===== src/rtl/bit_ser_pkg.sv =====
// Shared encodings for the bit-serial adder/subtractor.
package bit_ser_pkg;

  typedef enum logic [1:0] {
    ST_IDLE  = 2'd0,
    ST_SHIFT = 2'd1,
    ST_DONE  = 2'd2
  } state_t;

  localparam logic MODE_ADD = 1'b0;
  localparam logic MODE_SUB = 1'b1;

endpackage


===== src/rtl/bit_ser_fa.sv =====
// One-bit full adder with a registered carry; the carry presets to the mode bit
// so that subtraction gets its +1 for free.
module bit_ser_fa (
  input  logic clk,
  input  logic clr_n,
  input  logic load,
  input  logic mode,
  input  logic en,
  input  logic a,
  input  logic b,
  output logic sum,
  output logic carry_next,
  output logic carry_in
);

  logic carry_q;

  assign sum        = a ^ b ^ carry_q;
  assign carry_next = (a & b) | (a & carry_q) | (b & carry_q);
  assign carry_in   = carry_q;

  always_ff @(posedge clk or negedge clr_n) begin
    if (!clr_n) begin
      carry_q <= 1'b0;
    end else if (load) begin
      carry_q <= mode;
    end else if (en) begin
      carry_q <= carry_next;
    end
  end

endmodule


===== src/rtl/bit_ser_addsub.sv =====
// Bit-serial adder/subtractor: LSB-first, one bit per clock, parallel result
// with carry/overflow flags and a busy/done handshake.
module bit_ser_addsub
  import bit_ser_pkg::*;
#(
  parameter  int WIDTH = 8,
  localparam int CNT_W = $clog2(WIDTH + 1)
) (
  input  logic             clk,
  input  logic             clr_n,
  input  logic             start,
  input  logic             sub,
  input  logic [WIDTH-1:0] a_in,
  input  logic [WIDTH-1:0] b_in,
  output logic             busy,
  output logic             done,
  output logic [WIDTH-1:0] result,
  output logic             serial_result,
  output logic             carry_out,
  output logic             overflow
);

  state_t           state;
  logic [CNT_W-1:0] cnt;
  logic [WIDTH-1:0] a_sh;
  logic [WIDTH-1:0] b_sh;
  logic             mode;

  logic fa_load;
  logic fa_en;
  logic sum_bit;
  logic carry_next;
  logic carry_msb_in;
  logic last_bit;

  assign fa_load  = (state == ST_IDLE) && start;
  assign fa_en    = (state == ST_SHIFT);
  assign last_bit = (cnt == CNT_W'(WIDTH - 1));

  // The mode bit for the preset comes straight from sub, since mode is loaded on the same edge.
  bit_ser_fa u_fa (
    .clk        (clk),
    .clr_n      (clr_n),
    .load       (fa_load),
    .mode       (sub),
    .en         (fa_en),
    .a          (a_sh[0]),
    .b          (b_sh[0] ^ mode),
    .sum        (sum_bit),
    .carry_next (carry_next),
    .carry_in   (carry_msb_in)
  );

  always_ff @(posedge clk or negedge clr_n) begin
    if (!clr_n) begin
      state         <= ST_IDLE;
      cnt           <= '0;
      a_sh          <= '0;
      b_sh          <= '0;
      mode          <= MODE_ADD;
      busy          <= 1'b0;
      done          <= 1'b0;
      result        <= '0;
      serial_result <= 1'b0;
      carry_out     <= 1'b0;
      overflow      <= 1'b0;
    end else begin
      case (state)
        ST_IDLE: begin
          if (start) begin
            a_sh      <= a_in;
            b_sh      <= b_in;
            mode      <= sub;
            cnt       <= '0;
            busy      <= 1'b1;
            carry_out <= 1'b0;
            overflow  <= 1'b0;
            state     <= ST_SHIFT;
          end
        end
        ST_SHIFT: begin
          a_sh          <= a_sh >> 1;
          b_sh          <= b_sh >> 1;
          result        <= {sum_bit, result[WIDTH-1:1]};
          serial_result <= sum_bit;
          cnt           <= cnt + 1'b1;
          // On the MSB the registered carry is the carry into the sign bit.
          if (last_bit) begin
            busy      <= 1'b0;
            done      <= 1'b1;
            carry_out <= carry_next;
            overflow  <= carry_msb_in ^ carry_next;
            state     <= ST_DONE;
          end
        end
        ST_DONE: begin
          done          <= 1'b0;
          serial_result <= 1'b0;
          state         <= ST_IDLE;
        end
        default: state <= ST_IDLE;
      endcase
    end
  end

endmodule


===== config.mk =====
export PLATFORM = sky130hd
export DESIGN_NAME = bit_ser_addsub
export DESIGN_NICKNAME = d
export VERILOG_FILES = /design/src/rtl/bit_ser_pkg.sv /design/src/rtl/bit_ser_fa.sv /design/src/rtl/bit_ser_addsub.sv
export SDC_FILE = /design/constraint.sdc
export NUM_CORES = 1
export LEC_CHECK = 0
export ABC_AREA = 1
export BUFFER_PORTS_ARGS = -buffer_cell sky130_fd_sc_hd__buf_2
export CORE_UTILIZATION = 35
export CTS_CLUSTER_DIAMETER = 40
export DETAILED_ROUTE_END_ITERATION = 6
export GPL_TIMING_DRIVEN = 0
export PLACE_DENSITY = 0.57
export SYNTH_ARGS = -nofsm -noshare
export SYNTH_HDL_FRONTEND = slang
export SYNTH_SLANG_ARGS = --single-unit
export TNS_END_PERCENT = 1

===== constraint.sdc =====
create_clock -name clk -period 2.05 [get_ports clk]
set_input_delay 0.1025 -clock clk [delete_from_list [all_inputs] [get_ports clk]]
set_output_delay 0.1025 -clock clk [all_outputs]
set_load 0.01 [all_outputs]

# Word-level counts from Yosys, hierarchy flattened
# Cells that the tools add are included.
dict set report totals {
  ff_bits 37
  latch_bits 0
  ramBits 0
  romBits 0
  inputBits 20
  out_inout_bits 13
  word_cells 59
  memories 0
}
dict set report classes {
  addsub 1
  mul 0
  div_mod_pow 0
  order_cmp 0
  eq_ne 5
  n_shift 0
  n_mux 22
  bitwise 9
  n_reduce_logical 10
}
# op count
set op_table {}
lappend op_table {{8-bit one-hot mux with 2 select lines} 2}
lappend op_table {{8-bit two-way mux} 2}
lappend op_table {{1-bit one-hot mux with 2 select lines} 5}
lappend op_table {{1-bit two-way mux} 8}
lappend op_table {{4-bit one-hot mux with 2 select lines} 1}
lappend op_table {{2-bit AND reduction} 4}
lappend op_table {{2-bit nonzero test} 3}
lappend op_table {{4-bit by 1-bit adder with 4-bit output (second input constant)} 1}
lappend op_table {{4-bit by 3-bit equality test with 1-bit output (second input constant)} 1}
lappend op_table {{2-bit two-way mux} 2}
lappend op_table {{4-bit two-way mux} 1}
lappend op_table {{2-bit one-hot mux with 2 select lines} 1}
lappend op_table {{1-bit XOR} 4}
lappend op_table {{1-bit AND} 3}
lappend op_table {{3-bit AND reduction} 1}
lappend op_table {{2-bit by 1-bit equality test with 1-bit output (second input constant)} 1}
lappend op_table {{2-bit equality test (second input constant)} 1}
lappend op_table {{2-bit zero test} 1}
lappend op_table {{2-bit by 1-bit inequality test with 1-bit output (second input constant)} 1}
lappend op_table {{2-bit inequality test (second input constant)} 1}
lappend op_table {{1-bit OR} 2}
lappend op_table {{1-bit logical AND} 1}

# Longest topological paths before layout
dict set report logic_depth {
  depth_word 7
  mapped_depth 8
  depth_no_buf 8
}

# By module
# Synthesis repeated with hierarchy kept, for this count alone.
dict set report unflattened {
  hier_cells 210
  area_unflattened_um2 1784.2
}
# mod n_inst cells_per_inst area_per_inst_um2 seq_area_each_um2
set modules_own_cells {}
lappend modules_own_cells {bit_ser_addsub 1 199 1704.1 900.9}
lappend modules_own_cells {bit_ser_fa 1 11 80.1 25.0}

# Worst setup path before layout
# No wires, ideal clock.
dict set report synth_path {
  kind {reg2reg}
  startpoint {register mode}
  endpoint {register u_fa.carry_q (netlist: u_fa.carry_in)}
  setup_time_ns 0.124
  arrival_ns 1.193
  required_time_ns 1.926
  setup_slack_ns 0.734
  stages_incl_launch_ff 7
  path_buffers 0
  synth_period_minus_slack_ns 1.316
  path_cell_list {dfrtp_1 -> xor2_1 -> fa_1 -> nand2_1 -> inv_1 -> a21oi_1 -> o21ai_1}
}
dict set report synth_between {
  elab_chain_len 6
  elab_cells_between_ends 7
  cone_classes {2 x mux; 5 x bitwise}
}
# element line
set synth_rtl {}
lappend synth_rtl {{from (decl)} bit_ser_addsub.sv:27} ;# logic mode;
lappend synth_rtl {{from (signal assigned)} bit_ser_addsub.sv:73} ;# mode <= sub;
lappend synth_rtl {{1-bit XOR (*)} bit_ser_addsub.sv:48} ;# .b (b_sh[0] ^ mode),
lappend synth_rtl {{1-bit AND} bit_ser_fa.sv:19} ;# assign carry_next = (a & b) | (a & carry_q) | (b & carry_q);
lappend synth_rtl {{1-bit OR} bit_ser_fa.sv:19}
lappend synth_rtl {{1-bit OR (*)} bit_ser_fa.sv:19}
lappend synth_rtl {{1-bit two-way mux (*)} bit_ser_fa.sv:27} ;# end else if (en) begin
lappend synth_rtl {{1-bit two-way mux (*)} bit_ser_fa.sv:25} ;# end else if (load) begin
lappend synth_rtl {{to (signal assigned)} bit_ser_fa.sv:26} ;# carry_q <= mode;
lappend synth_rtl {{to (signal assigned)} bit_ser_fa.sv:28} ;# carry_q <= carry_next;
lappend synth_rtl {{to (decl)} bit_ser_fa.sv:16} ;# logic carry_q;
# Mark *: on every way between the ends. The rest lies on a longest branch, timed or not. The select of a mux whose other input is x is not followed.
# A chain may end at the register's enable or synchronous reset.

# Worst setup path in the final report
dict set report layout_path {
  startpoint {register state[1]}
  endpoint {register a_sh[3]}
}
dict set report layout_between {
  elab_chain_len 3
  elab_cells_between_ends 6
  cone_classes {2 x eq/ne; 1 x mux; 3 x reduce/logical}
}
# element line
set layout_rtl {}
lappend layout_rtl {{from (decl)} bit_ser_addsub.sv:23} ;# state_t state;
lappend layout_rtl {{from (signal assigned)} bit_ser_addsub.sv:56} ;# state <= ST_IDLE;
lappend layout_rtl {{from (signal assigned)} bit_ser_addsub.sv:78} ;# state <= ST_SHIFT;
lappend layout_rtl {{from (signal assigned)} bit_ser_addsub.sv:93} ;# state <= ST_DONE;
lappend layout_rtl {{2-bit by 1-bit equality test with 1-bit output / 2-bit zero test (equally long branches)} bit_ser_addsub.sv:68} ;# case (state)
lappend layout_rtl {{2-bit nonzero test (no line) / 2-bit inequality test (equally long branches)} n/a}
lappend layout_rtl {{2-bit AND reduction (no line)} n/a}
lappend layout_rtl {{to (signal assigned)} bit_ser_addsub.sv:71} ;# a_sh <= a_in;
lappend layout_rtl {{to (signal assigned)} bit_ser_addsub.sv:82} ;# a_sh <= a_sh >> 1;
lappend layout_rtl {{to (decl)} bit_ser_addsub.sv:25} ;# logic [WIDTH-1:0] a_sh;
# Parallel ways exist; a longest one is shown, timed or not.

==> impl_metrics.toml <==
[die]
dieArea_sq_um = 5630
die_x_microns = 75.1
die_h_microns = 75.1
io_pins = 33
start_util_pct = 36.6
fp.coreArea_sq_um = 5110
rows = 26

[timing]
rsz0062_at_grt = "no"
fmax_ghz = 0.666
finalHoldViolCount = 0
clock_skew_ps = 7.09
max-slew-margin-rel_pct = 45.0
slew_violations = 0
holdWs_ps = 52.0
tightest_slew_ps = 825
post-route-min-period_ps = 1500
setup_tns_ps = 0
finalSetupViolCount = 0
fin_crit_sh_pct = 73.3

[detailed_routing]
route.detailed.drc = 0
dr.pass1.iters = 4
vias = 1420
ant_nets = 0
wirelength_microns = 3810
avgViaCountPerCell = 4.55
drt_iter0_markers = 62
wl_per_cell_microns = 12.2

[flow_run]
max_cap_viol_count = 0

[global_route]
gr-usage-all-layers_pct = 15.1
antenna_found_initial = 0
grt-ovfl-total = 0
grt_max_degree = 38
grt_pass1_wl_microns = 6200
grt_pass1_vias = 1310

[clock_tree]
h-tree-depth = 2
post_cts_resized = 0
cts_setup_buffers = 0
clock_latency_ps = 290
clock-sinks = 37
clock_path_buffers = 2
cts_buffers = 5
tritoncts = "done"
root_buffer = "clkbuf_8"
cts.clk_slew.worst_paths_ps = 70

[critical_path]
path_cells = "inv_1 -> ha_1 -> inv_2 -> buf_6 -> o211ai_2 -> nand2_1"
crit_type = "register to register"
worst-r2r-cell-count = 6
cp-start-kind = "register"
crit_path_end_kind = "register"
crit_slowest_cell = "dfrtp_1"
crit_required_ps = 2220
r2r_slack_ps = 550
cp_num_buf_inv = 3
cp_max_fo = 10
slowest_delay_ps = 400
crit_family = "buffers and inverters"
worstSetupPathDepth = 6
arrival_ps = 1670

[logic_synthesis]
syn_nets = 227
ys_types = 26
ys_warn_count = 0
syn-cell-area_sq_um = 1870
ys_ff_latch = 37
ys_seq_area_share_pct = 49.6
ys_top_cells_by_area = "dfrtp_1 50%, nand2_1 12%, nand3_1 7.0%"
synth.avg_cell_area_sq_um = 9.25
postSynthCellCount = 202
yosysTopAreaCellShare_pct = 49.6
yosysTopAreaCell = "dfrtp_1"

[placement]
hpwlAfterDp_microns = 2770
gp_congestion = 0.686
dp.cells = 304
placed_area_sq_um = 2120
io_buffers = 32

[pwr]
p_leak_nw = 1.16
power_switching_w = 0.00131
powerDensity_nw_per_um2 = 1470
seqPwrFrac_pct = 38.3
ir_drop_mv = 0.471
p_int_w = 0.00193
p_comb_share_pct = 46.0
switching_share_pct = 40.4
p_clk_share_pct = 15.8

[cells_and_area]
area_growth_pct = 18.4
final_cells = 312
final_cell_area_sq_um = 2210
final_cell_mix = "62 x nand2_1, 37 x dfrtp_1, 34 x buf_2"
drive_gt1_share_pct = 26.0
final_common_cell = "nand2_1"
nFillCells = 551
antennaDiodeCount = 0
nets = 267

[worst_hold_path]
holdPathStages = 3
hold_path_class = "input pin to register"

[outcome]
status = "completed"
==> power groups by stage <==
stage               combinational (W)  sequential (W)  clock, W
global placement              0.00150         0.00125         0
CTS                           0.00153         0.00124  0.000535
floorplan                     0.00109         0.00127         0
global route                  0.00169         0.00127  0.000554
finish                        0.00149         0.00124  0.000511
detailed placement            0.00152         0.00125         0
==> repair_timing <==
action / CTS / global route
setup endpoints to repair: 0 / 0
hold buffers: 1 / 0
endpoints found under the hold margin: 37 / 0
==> stage by stage <==
step / worst slack (ps) / total power [W] / utilization, %
6_report: 548 / 0.00324 / 43.3
5_1_grt: 441 / 0.00352 / 43.3
4_1_cts: 550 / 0.00331 / 43.3
3_5_place_dp: 563 / 0.00278 / 41.4
3_3_place_gp: 566 / 0.00275 / 41.4
2_1_floorplan: 734 / 0.00235 / -
==> cell families (layout without fill, tap and decap cells) <==
family                     after synthesis  in the layout  synth area share, %
AOI/OAI and AO/OA                       26             26                 11.4
DFF                                     37             37                 49.6
and+or+nand+nor                        107            107                 26.3
adders and majority gates                5              5                 3.75
buffers and inverters                   25             65                 8.10
xor gates and xnor gates                 2              2                0.938
==> tightest hold or removal path, delay by kind of cell <==
family	cells	cell delay (ps)
and+or+nand+nor	2	130
buffers and inverters	1	80
==> synth_stat cells, drive strengths merged <==
cell type,instances
o21ai,10
xor2,2
or2,12
o211ai,13
dfrtp,37
ha,4
nand2,65
buf,8
fa,1
nand3,26
a21oi,3
nor2,4
clkbuf,1
inv,16
==> sequential cells by signal, summed over array words and instances, names as in the netlist <==
name	flops
a_sh	8
b_sh	8
busy	1
carry_out	1
cnt	4
done	1
mode	1
overflow	1
result	8
serial_result	1
state	2
u_fa.carry_in	1
==> final cells by class <==
type,instances,area [sq um],share of cell area (%)
repair buffers,33,170,7.69
multi-input cells,140,791,35.7
clock buffers,7,86.3,3.90
plain buffers,9,91.3,4.13
well taps,70,87.6,3.96
flip-flops and latches,37,926,41.9
inverters,16,60.1,2.71
==> final timing paths <==
kind,start,to
worst max-delay path,state[1],a_sh[3]
worst min-delay path,a_in[7],a_sh[7]
worst max register to register,state[1],a_sh[3]
worst min register to register,carry_out,carry_out
max in group asynchronous,clr_n,cnt[3]
min in group asynchronous,clr_n,b_sh[2]
==> layer usage <==
metal	track usage [%]	part of all wire, %	vias to the layer above
li1	-	-	732
met1	19.8	47	669
met2	24.0	49	14
met3	3.61	2.4	5
met4	6.29	1.5	0
met5	0	0	-
Power figures use the tool's default switching activity.
